<file path="src/rtl/uart_pkg.sv">
// Shared UART types and defaults.
package uart_pkg;

  typedef enum logic {IDLE, BUSY} txq_state_t;

  localparam int TXQ_DEPTH_DEFAULT = 8;

endpackage

</file>
<file path="src/rtl/uart_sync_fifo.sv">
// Synchronous FIFO with a combinational head output and a separately held
// occupancy count. Pushes into a full FIFO and pops from an empty FIFO are
// ignored. Flush empties the FIFO and takes priority over push and pop.
module uart_sync_fifo #(
  parameter int unsigned WIDTH = 8,
  parameter int unsigned DEPTH = 8
) (
  input  logic                     clk,
  input  logic                     rst_n,
  input  logic                     push,
  input  logic                     pop,
  input  logic                     flush,
  input  logic [WIDTH-1:0]         din,
  output logic [WIDTH-1:0]         dout,
  output logic [$clog2(DEPTH):0]   count,
  output logic                     full,
  output logic                     empty
);

  localparam int unsigned AW = $clog2(DEPTH);
  localparam logic [AW:0] FULL_CNT = (AW+1)'(DEPTH);

  logic [WIDTH-1:0] mem [DEPTH];
  logic [AW-1:0]    wr_ptr;
  logic [AW-1:0]    rd_ptr;
  logic             do_push;
  logic             do_pop;

  // Qualify requests against the registered full/empty flags.
  always_comb begin
    do_push = push && !full && !flush;
    do_pop  = pop && !empty && !flush;
  end

  // Pointers wrap naturally because DEPTH is a power of two.
  always_ff @(posedge clk) begin
    if (!rst_n || flush) begin
      wr_ptr <= '0;
      rd_ptr <= '0;
      count  <= '0;
    end else begin
      if (do_push) wr_ptr <= wr_ptr + 1'b1;
      if (do_pop)  rd_ptr <= rd_ptr + 1'b1;
      unique case ({do_push, do_pop})
        2'b10:   count <= count + 1'b1;
        2'b01:   count <= count - 1'b1;
        default: count <= count;
      endcase
    end
  end

  // Storage array, intentionally not reset.
  always_ff @(posedge clk) begin
    if (do_push) mem[wr_ptr] <= din;
  end

  assign dout  = mem[rd_ptr];
  assign full  = (count == FULL_CNT);
  assign empty = (count == '0);

endmodule

</file>
<file path="src/rtl/uart_tx_queue.sv">
// Byte queue feeding the UART transmitter. Bytes are buffered in a FIFO and
// launched one at a time with a single-cycle trmt pulse; the next byte goes
// out in the first cycle tx_done reads high, so frames are back-to-back.
module uart_tx_queue
  import uart_pkg::*;
#(
  parameter int unsigned DEPTH = TXQ_DEPTH_DEFAULT
) (
  input  logic                     clk,
  input  logic                     rst_n,
  input  logic                     wr_en,
  input  logic [7:0]               wr_data,
  input  logic                     flush,
  input  logic                     tx_done,
  output logic                     trmt,
  output logic [7:0]               tx_data,
  output logic                     full,
  output logic                     empty,
  output logic [$clog2(DEPTH):0]   count,
  output logic                     overflow,
  output logic                     busy
);

  txq_state_t state_q;
  txq_state_t state_d;
  logic [7:0] head;
  logic       can_launch;

  uart_sync_fifo #(
    .WIDTH (8),
    .DEPTH (DEPTH)
  ) u_fifo (
    .clk   (clk),
    .rst_n (rst_n),
    .push  (wr_en),
    .pop   (trmt),
    .flush (flush),
    .din   (wr_data),
    .dout  (head),
    .count (count),
    .full  (full),
    .empty (empty)
  );

  // A byte is available for launch unless the queue is being flushed.
  assign can_launch = !empty && !flush;

  // State register.
  always_ff @(posedge clk) begin
    if (!rst_n) state_q <= IDLE;
    else        state_q <= state_d;
  end

  // Next-state: leave BUSY only when the frame ends with nothing to follow.
  always_comb begin
    state_d = state_q;
    unique case (state_q)
      IDLE: if (can_launch) state_d = BUSY;
      BUSY: if (tx_done && !can_launch) state_d = IDLE;
    endcase
  end

  // Launch outputs; tx_done is ignored in IDLE because it is sticky there.
  always_comb begin
    trmt    = can_launch && ((state_q == IDLE) || tx_done);
    tx_data = trmt ? head : '0;
    busy    = (state_q == BUSY);
  end

  // Sticky overflow: set on a dropped write, cleared by flush.
  always_ff @(posedge clk) begin
    if (!rst_n || flush)   overflow <= 1'b0;
    else if (wr_en && full) overflow <= 1'b1;
  end

endmodule
</file>
<file path="config.mk">
export PLATFORM = sky130hd
export DESIGN_NAME = uart_tx_queue
export DESIGN_NICKNAME = d
export VERILOG_FILES = /design/src/rtl/uart_pkg.sv /design/src/rtl/uart_sync_fifo.sv /design/src/rtl/uart_tx_queue.sv
export SDC_FILE = /design/constraint.sdc
export NUM_CORES = 1
export LEC_CHECK = 0
export CORE_MARGIN = 1.5
export CORE_UTILIZATION = 48
export CTS_CLUSTER_SIZE = 30
export DETAILED_ROUTE_END_ITERATION = 12
export PLACE_DENSITY = 0.76
export SLEW_MARGIN = 40
export SYNTH_ARGS = -nofsm -noshare
export SYNTH_HDL_FRONTEND = slang
export SYNTH_SLANG_ARGS = --single-unit
</file>
<file path="constraint.sdc">
create_clock -name clk -period 2.6 [get_ports clk]
set_clock_uncertainty 0.2 [all_clocks]
set_input_delay 0.26 -clock clk [delete_from_list [all_inputs] [get_ports clk]]
set_output_delay 0.26 -clock clk [all_outputs]
set_load 0.005 [all_outputs]
</file>
# --- Yosys cells after proc, flatten, opt, wreduce, memory -nomap -nowiden ---
# Memories as Yosys holds them, arrays and structs flattened. A register that Yosys moved wholly into a read port is not among the register bits.
# Index checks and enable logic that the tools add are counted.
op_classes:
  magnitude_cmp: 0
  n_reduce_logical: 17
  n_mul: 0
  div_mod_pow: 0
  bitwise: 1
  mux: 9
  addsub: 4
  n_shift: 0
  eq_ne: 3
ops:
  columns: ["op", "n"]
  rows:
  - ["1-bit logical AND", 8]
  - ["8-bit two-way mux", 1]
  - ["4-bit case mux with 2 select lines", 1]
  - ["3-bit by 1-bit adder with 3-bit output (second input constant)", 2]
  - ["3-bit two-way mux", 2]
  - ["1-bit logical NOT", 5]
  - ["4-bit by 1-bit adder with 4-bit output (second input constant)", 1]
  - ["4-bit == test (second input constant)", 1]
  - ["4-bit logical NOT", 1]
  - ["1-bit two-way mux", 4]
  - ["4-bit by 1-bit subtractor with 4-bit output (second input constant)", 1]
  - ["2-bit by 1-bit == test with 1-bit output (second input constant)", 1]
  - ["2-bit == test (second input constant)", 1]
  - ["1-bit logical OR", 2]
  - ["1-bit case mux with 2 select lines", 1]
  - ["2-bit nonzero test", 1]
  - ["1-bit inverter", 1]
word_totals:
  inputBits: 13
  romBits: 0
  word_cells: 40
  reg_bits: 12
  memories: 1
  latch_bits: 0
  ram_bits: 64
  out_inout_bits: 17
memory_table:
  columns: ["memory", "words", "word_bits", "rd", "rd_clocked_by_memory_dff", "wr", "line_no", "source"]
  rows:
  - ["u_fifo.mem", 8, 8, 1, 1, 1, "uart_sync_fifo.sv:23", "logic [WIDTH-1:0] mem [DEPTH];"]

# --- Depth between registers and ports, before layout ---
# Gate-level depths: netlist (run 1).
depth:
  ltp_word: 8
  ltp_mapped: 11

# --- Hierarchy ---
# From an unflattened synthesis (run 1), not the netlist that was laid out.
hier_totals:
  cells_unflattened: 190
  area_unflattened_um2: 3370.7
by_module_without_submodules:
  columns: ["mod", "cells_each", "n_inst", "area_per_inst_um2"]
  rows:
  - ["uart_sync_fifo", 171, 1, 3171.8]
  - ["uart_tx_queue", 19, 1, 198.9]

# --- Worst setup path before layout (run 1) ---
# OpenSTA, ideal clock, no wires.
synth_timing:
  path_type: "register -> register"
  startpoint: "reg u_fifo.count[1]"
  endpoint: "reg u_fifo.count[2]"
  arrival_time_ns: 2.369
  path_stages_with_launch: 11
  setup_ns: 0.070
  required_time_ns: 2.330
  slack_ns: -0.039
  path_cell_list: "dfxtp_1 -> or4b_4 -> nand2_1 -> or2_2 -> ha_1 -> xor2_1 -> ha_1 -> a21oi_1 -> xor2_1 -> or3_1 -> a21oi_1"
synth_via:
  elab_chain_len: 8
synth_lines:
  columns: ["item", "line_no", "source"]
  rows:
  - ["start, declared", "uart_sync_fifo.sv:15", "output logic [$clog2(DEPTH):0] count,"]
  - ["start signal, assigned", "uart_sync_fifo.sv:45", "2'b10: count <= count + 1'b1;"]
  - ["start signal, assigned", "uart_sync_fifo.sv:46", "2'b01: count <= count - 1'b1;"]
  - ["start signal, assigned", "uart_sync_fifo.sv:47", "default: count <= count;"]
  - ["4-bit logical NOT", "uart_sync_fifo.sv:59", "assign empty = (count == '0);"]
  - ["1-bit logical NOT", "uart_sync_fifo.sv:32, uart_tx_queue.sv:46", null]
  - ["1-bit logical AND", "uart_tx_queue.sv:46", "assign can_launch = !empty && !flush;"]
  - ["1-bit logical AND", "uart_tx_queue.sv:65", "trmt = can_launch && ((state_q == IDLE) || tx_done);"]
  - ["1-bit logical AND (2 in series)", "uart_sync_fifo.sv:32", "do_pop = pop && !empty && !flush;"]
  - ["2-bit by 1-bit == test with 1-bit output / 2-bit == test (equally long branches)", "uart_sync_fifo.sv:44", "unique case ({do_push, do_pop})"]
  - ["4-bit case mux with 2 select lines / 2-bit nonzero test (equally long branches)", null, null]
# Several ways; a longest one is shown, not always the timed one.
# A chain may end at the register's enable or synchronous reset.

==> out/metrics.csv, run 1 <==
metric,value,unit
wl_met3,299,um
portBuffers,29,
final_util,62.5,%
avgSynthCellArea,16.9,um2
power.leakage,1.38,nW
chipWidth,84.5,um
grt_antenna_before_repair,0,
worstMarginPinSlew,0.628,ns
synth_top_area_share,60.3,%
highest_layer,met4,
ys.warnings.count,0,
clock_sinks,79,
period_share,97.1,%
cts_root_buf,clkbuf_8,
yosys.area_share.simple,8.64,%
max_cap_violations,0,
fin_cells,332,
power.density,567,nW/um2
drc,0,
synth_mux_area_share,14.1,%
wire_per_inst,17.3,um
core,6390,um2
cts-htree-levels,3,
critical_path_class,reg2out,
final_nets,268,
cp-start-kind,flip-flop,
detailroute.wirelength.met2,2860,um
status,"complete, no violations",
final_antenna_net_count,0,
clk_latency,0.34,ns
layout_common_cells,"edfxtp_1, clkdlybuf4s50_1, buf_4",
final_common_cell,edfxtp_1,
hold_viol,0,
fillers,470,
crit_fanout,7,
dieArea,7130,um2
grt_overflow,0,
ys_top_cells_by_area,"edfxtp_1, mux4_2, dfxtp_1, mux2i_1, nor2_1",
grt_pass1_vias,1767,
dpl.hpwl,3720,um
clockBufferDepth,2,
critPathCaptureType,output pin,
cts.clk_slew.worst_paths,0.08,ns
wirelength,5740,um
ys_ff_latch,79,
syn-num-nets,207,
drt_iter0_markers,116,
die_height,84.5,um
synth_cell_types,33,
first_pass_iters,4,
cts_tree,done,
place_inst,314,
grt_start_max_net_pins,17,
area_delta_synth_final,25.3,%
syn_area,3190,um2
period_minus_slack,2.53,ns
num_vias,1795,
final_area,3990,um2
viasPerCell,5.41,
slew-limit-headroom,57.1,%
fmax,0.396,GHz
synth_top_family_by_area,multiplexers,
critPathArrivalTime,2.07,ns
max-vdd-ir-drop,342,uV
cp.required,2.14,ns
numCtsBuffers,9,
synth-compound-area-share,1.96,%
ioPinCount,30,
synth_top_area_cell,edfxtp_1,
grt_usage,17.2,%
grt_pass1_wl,8940,um
ys_seq_area_share,69.8,%
synthAdderAreaFrac,1.96,%
gp_congestion,0.728,
hold_class,reg2reg,
wl_met1,2500,um
hold_slack,0.278,ns
postPlaceCellArea,3750,um2
layout-drive-gt1-share,27.8,%
p_total,2.26,mW
final-setup-viol-count,0,
syn_inst,189,
report.final.slew_viol_count,0,
n_antenna_cell,0,
rows,29,
synth_xor_xnor_area_share,1.92,%
start_util,49.9,%
report_power, final:
group | leakage [nW] | internal, mW | switching (mW)
clock | 0.0818 | 0.343 | 0.398
combinational | 0.598 | 0.0748 | 0.0631
sequential | 0.702 | 1.38 | 0.00654
total | 1.38 | 1.79 | 0.467
registers in the layout, indices dropped and copies added (netlist names), named ones only:
name / cells
overflow: 1
busy: 1
u_fifo.wr_ptr: 3
u_fifo.count: 4
u_fifo.rd_ptr: 3
u_fifo.mem: 64
metal layers:
layer,vias to the layer above,track usage [%]
met2,51,27.9
met3,8,4.72
met5,-,0
met4,0,7.48
met1,886,22.0
li1,850,-
cell usage after synthesis:
cell and count:
edfxtp_1 64, nor2_1 24, mux4_2 16, dfxtp_1 15
mux2i_1 9, nand2_1 6, a21oi_1 5, ha_1 5
xor2_1 5, nand2b_1 4, nand3_1 3, or3_1 3
buf_1 2, buf_2 2, buf_4 2, clkbuf_1 2
inv_1 2, nor2b_1 2, nor3_1 2, nor4b_1 2
xnor2_1 2, a2111oi_0 1, inv_2 1, nand3b_1 1
nand4b_1 1, nor4_1 1, nor4_4 1, o21a_1 1
o21ai_0 1, o31ai_1 1, o41ai_1 1, or2_2 1
or4b_4 1
area by class of cell:
| type | instances | area [um2] | share of cell area (%) |
|---|---|---|---|
| Clock inverter | 4 | 22.5 | 0.564 |
| Inverter | 3 | 11.3 | 0.282 |
| Tap cell | 77 | 96.3 | 2.41 |
| Clock buffer | 12 | 135 | 3.39 |
| Sequential cell | 79 | 2230 | 55.9 |
| Multi-Input combinational cell | 99 | 941 | 23.6 |
| Timing Repair Buffer | 58 | 554 | 13.9 |
path summary, 6_finish.rpt:
check	start	to	slack, ns	cells past startpoint
hold / removal	overflow$_SDFFE_PP0P_	overflow$_SDFFE_PP0P_	0.28	2
setup / recovery	flip-flop	tx_data[1]	0.07	5
hold reg to reg	overflow$_SDFFE_PP0P_	overflow$_SDFFE_PP0P_	0.28	2
setup reg to reg	u_fifo.count[1]$_SDFFE_PP0P_	u_fifo.count[3]$_SDFFE_PP0P_	0.07	9
logic make-up after synthesis:
| group | after synthesis |
|---|---|
| buffers and inverters | 11 |
| xor gates and xnor gates | 7 |
| DFF | 79 |
| AOI/OAI and AO/OA | 10 |
| muxes | 25 |
| and+or+nand+nor | 52 |
| adders and majority gates | 5 |
repair_timing:
item                       4_1_cts  5_1_grt
cloned                           0        1
hold buffers                     0        0
setup endpoints to repair        7        9
pin swaps                        0        2
gates resized for setup          3       12
setup buffers                    0        1
critical path: stages (launching register included):
cell             delay, ns
dfxtp_4               0.40
clkbuf_16             0.17
mux4_2                0.49
mux2i_1               0.18
nor2_2                0.05
clkdlybuf4s50_1       0.43
through the flow:
step	setup WS, ns	TNS [ns]
2_1_floorplan	0.0304	0
3_3_place_gp	0.0293	0
3_5_place_dp	-0.0366	-0.0672
4_1_cts	0.000422	0
5_1_grt	-0.00487	-0.00728
6_report	0.0741	0
No activity file was read; power rests on OpenSTA's default activity.
==> run 2: changes to the inputs <==
Settings changed: ABC_CLOCK_PERIOD_IN_PS set to 2900, PLACE_DENSITY 0.76 to 0.74.
Clock period 2.6 ns to 2.9 ns, I/O delays scaled along.
==> out/metrics.csv, run 2 (synthesized netlist as in run 1, its figures left out) <==
metric,value,unit,change
critical_path_class,reg2out,,
cts_root_buf,clkbuf_8,,
rows,29,,unchanged
cts-htree-levels,3,,unchanged
clk_latency,0.33,ns,about the same
core,6390,um2,unchanged
period_minus_slack,2.66,ns,
final_common_cell,edfxtp_1,,
num_vias,1744,,-2.8%
clock_sinks,79,,unchanged
max_cap_violations,0,,unchanged
cp.required,2.41,ns,+0.27 ns
slowest_stage,mux4_2,,
cp.buffers_inverters,2,,unchanged
dp_slack,0.184,ns,+0.220 ns
gp_congestion,0.723,,-0.80%
cp_cell_sequence,buf_4 > mux4_2 > mux2i_1 > nor2_1 > clkdlybuf4s50_1,,
critPathTopFamily,buffers and inverters,,
fillers,481,,+2.3%
post_cts.repair.setup_buffers,0,,unchanged
n_antenna_cell,0,,unchanged
cts.clk_slew.worst_paths,0.07,ns,about the same
hold_slack,0.290,ns,+0.0119 ns
fmax,0.375,GHz,
cp-start-kind,flip-flop,,
dieArea,7130,um2,unchanged
rsz0062_at_grt,no,,
drt_iter0_markers,143,,+23%
max-vdd-ir-drop,296,uV,-13%
critPathArrivalTime,2.17,ns,+0.10 ns
grt_antenna_before_repair,0,,unchanged
hold_class,reg2reg,,
cts_hold_buf,0,,unchanged
multi_input_comb_area,912,um2,-3.1%
final-setup-viol-count,0,,unchanged
crit_fanout,16,,+9
hold_viol,0,,unchanged
largestRegisters,"u_fifo.mem (64), u_fifo.count (4)",,
grt_overflow,0,,unchanged
wire_per_inst,16.9,um,-2.2%
start_util,49.9,%,unchanged
numCtsBuffers,9,,unchanged
layout-drive-gt1-share,21.8,%,-6.1 points
critPathCaptureType,output pin,,
critPathMaxStageDelay,0.56,ns,+0.07 ns
regMostFlops,u_fifo.mem,,
ff_latch_area,2220,um2,-0.34%
report.final.slew_viol_count,0,,unchanged
power.leakage,1.32,nW,-4.7%
dpl.hpwl,3680,um,-0.94%
clockBufferDepth,2,,unchanged
grt_usage,17.4,%,+0.19 points
final_nets,261,,-2.6%
tns,0,ns,unchanged
die_height,84.5,um,unchanged
r2r_slack,0.25,ns,+0.18 ns
slew-limit-headroom,62.3,%,+5.2 points
grt_start_max_net_pins,17,,unchanged
grt_pass1_vias,1740,,-1.5%
wirelength,5490,um,-4.3%
layout_setup_ws,0.236,ns,+0.162 ns
grt_pass1_wl,9170,um,+2.6%
period_share,91.9,%,
chipWidth,84.5,um,unchanged
cts_tree,done,,
power.density,561,nW/um2,-0.95%
final_antenna_net_count,0,,unchanged
cts-resized-gates,0,,-3
drc,0,,unchanged
ioPinCount,30,,unchanged
area_delta_synth_final,22.5,%,
viasPerCell,5.37,,-0.75%
status,"complete, no violations",,
first_pass_iters,4,,unchanged
worstMarginPinSlew,0.551,ns,-0.0763 ns
largest_register_ffs,64,,unchanged
layout_common_cells,"edfxtp_1, clkdlybuf4s50_1, nor2_1",,
portBuffers,29,,unchanged
[run 2: cell types whose count changed in the layout (fill, tap and decap cells not counted), sizes merged]
cell,before,now
clkinv,4,3
clkdlybuf4s50,27,29
dlymetal6s2s,2,0
bufinv,0,2
clkbuf,13,11
buf,28,22
[run 2: per-layer routing]
layer	up-vias	wire [um]	global-route usage [%]
met2	39	2820	28.1
met5	-	0	0
met1	864	2330	22.9
met3	8	239	2.95
li1	833	-	-
met4	0	102	9.24
[run 2: worst paths after layout]
kind	start	endpoint	depth (start not counted)
worst max register to register	u_fifo.count[1]$_SDFFE_PP0P_	u_fifo.count[2]$_SDFFE_PP0P_	10
worst max-delay path	flip-flop	tx_data[7]	5
worst min-delay path	overflow$_SDFFE_PP0P_	overflow$_SDFFE_PP0P_	2
worst min register to register	overflow$_SDFFE_PP0P_	overflow$_SDFFE_PP0P_	2
[run 2: final cells by class]
class | count | share of cell area (%)
inverters | 3 | 0.289
repair buffers | 51 | 11.7
well taps | 77 | 2.47
clock inverters | 5 | 1.86
clock buffers | 11 | 3.37
multi-input cells | 99 | 23.4
flip-flops and latches | 79 | 57.0
[run 2: where the power goes]
part	switching (mW)	leakage (nW)	internal, mW
combinational	0.0542	0.515	0.0604
sequential	0.00449	0.699	1.23
clock	0.358	0.102	0.478
total	0.417	1.32	1.77
[run 2: through the flow]
step	power (mW)	utilization, %	cells	area [um2]
after floorplan	1.32	-	189	3190
after global placement	1.38	57.9	309	3700
after detailed placement	1.38	57.9	309	3700
after CTS	2.21	61.1	325	3900
after global routing	2.27	61.1	325	3900
final	2.19	61.1	325	3900
[run 2: tightest hold or removal path: stages, from the launching register on]
cell and delay, ns:
dfxtp_1 0.34, a21oi_1 0.05, nor2_1 0.07
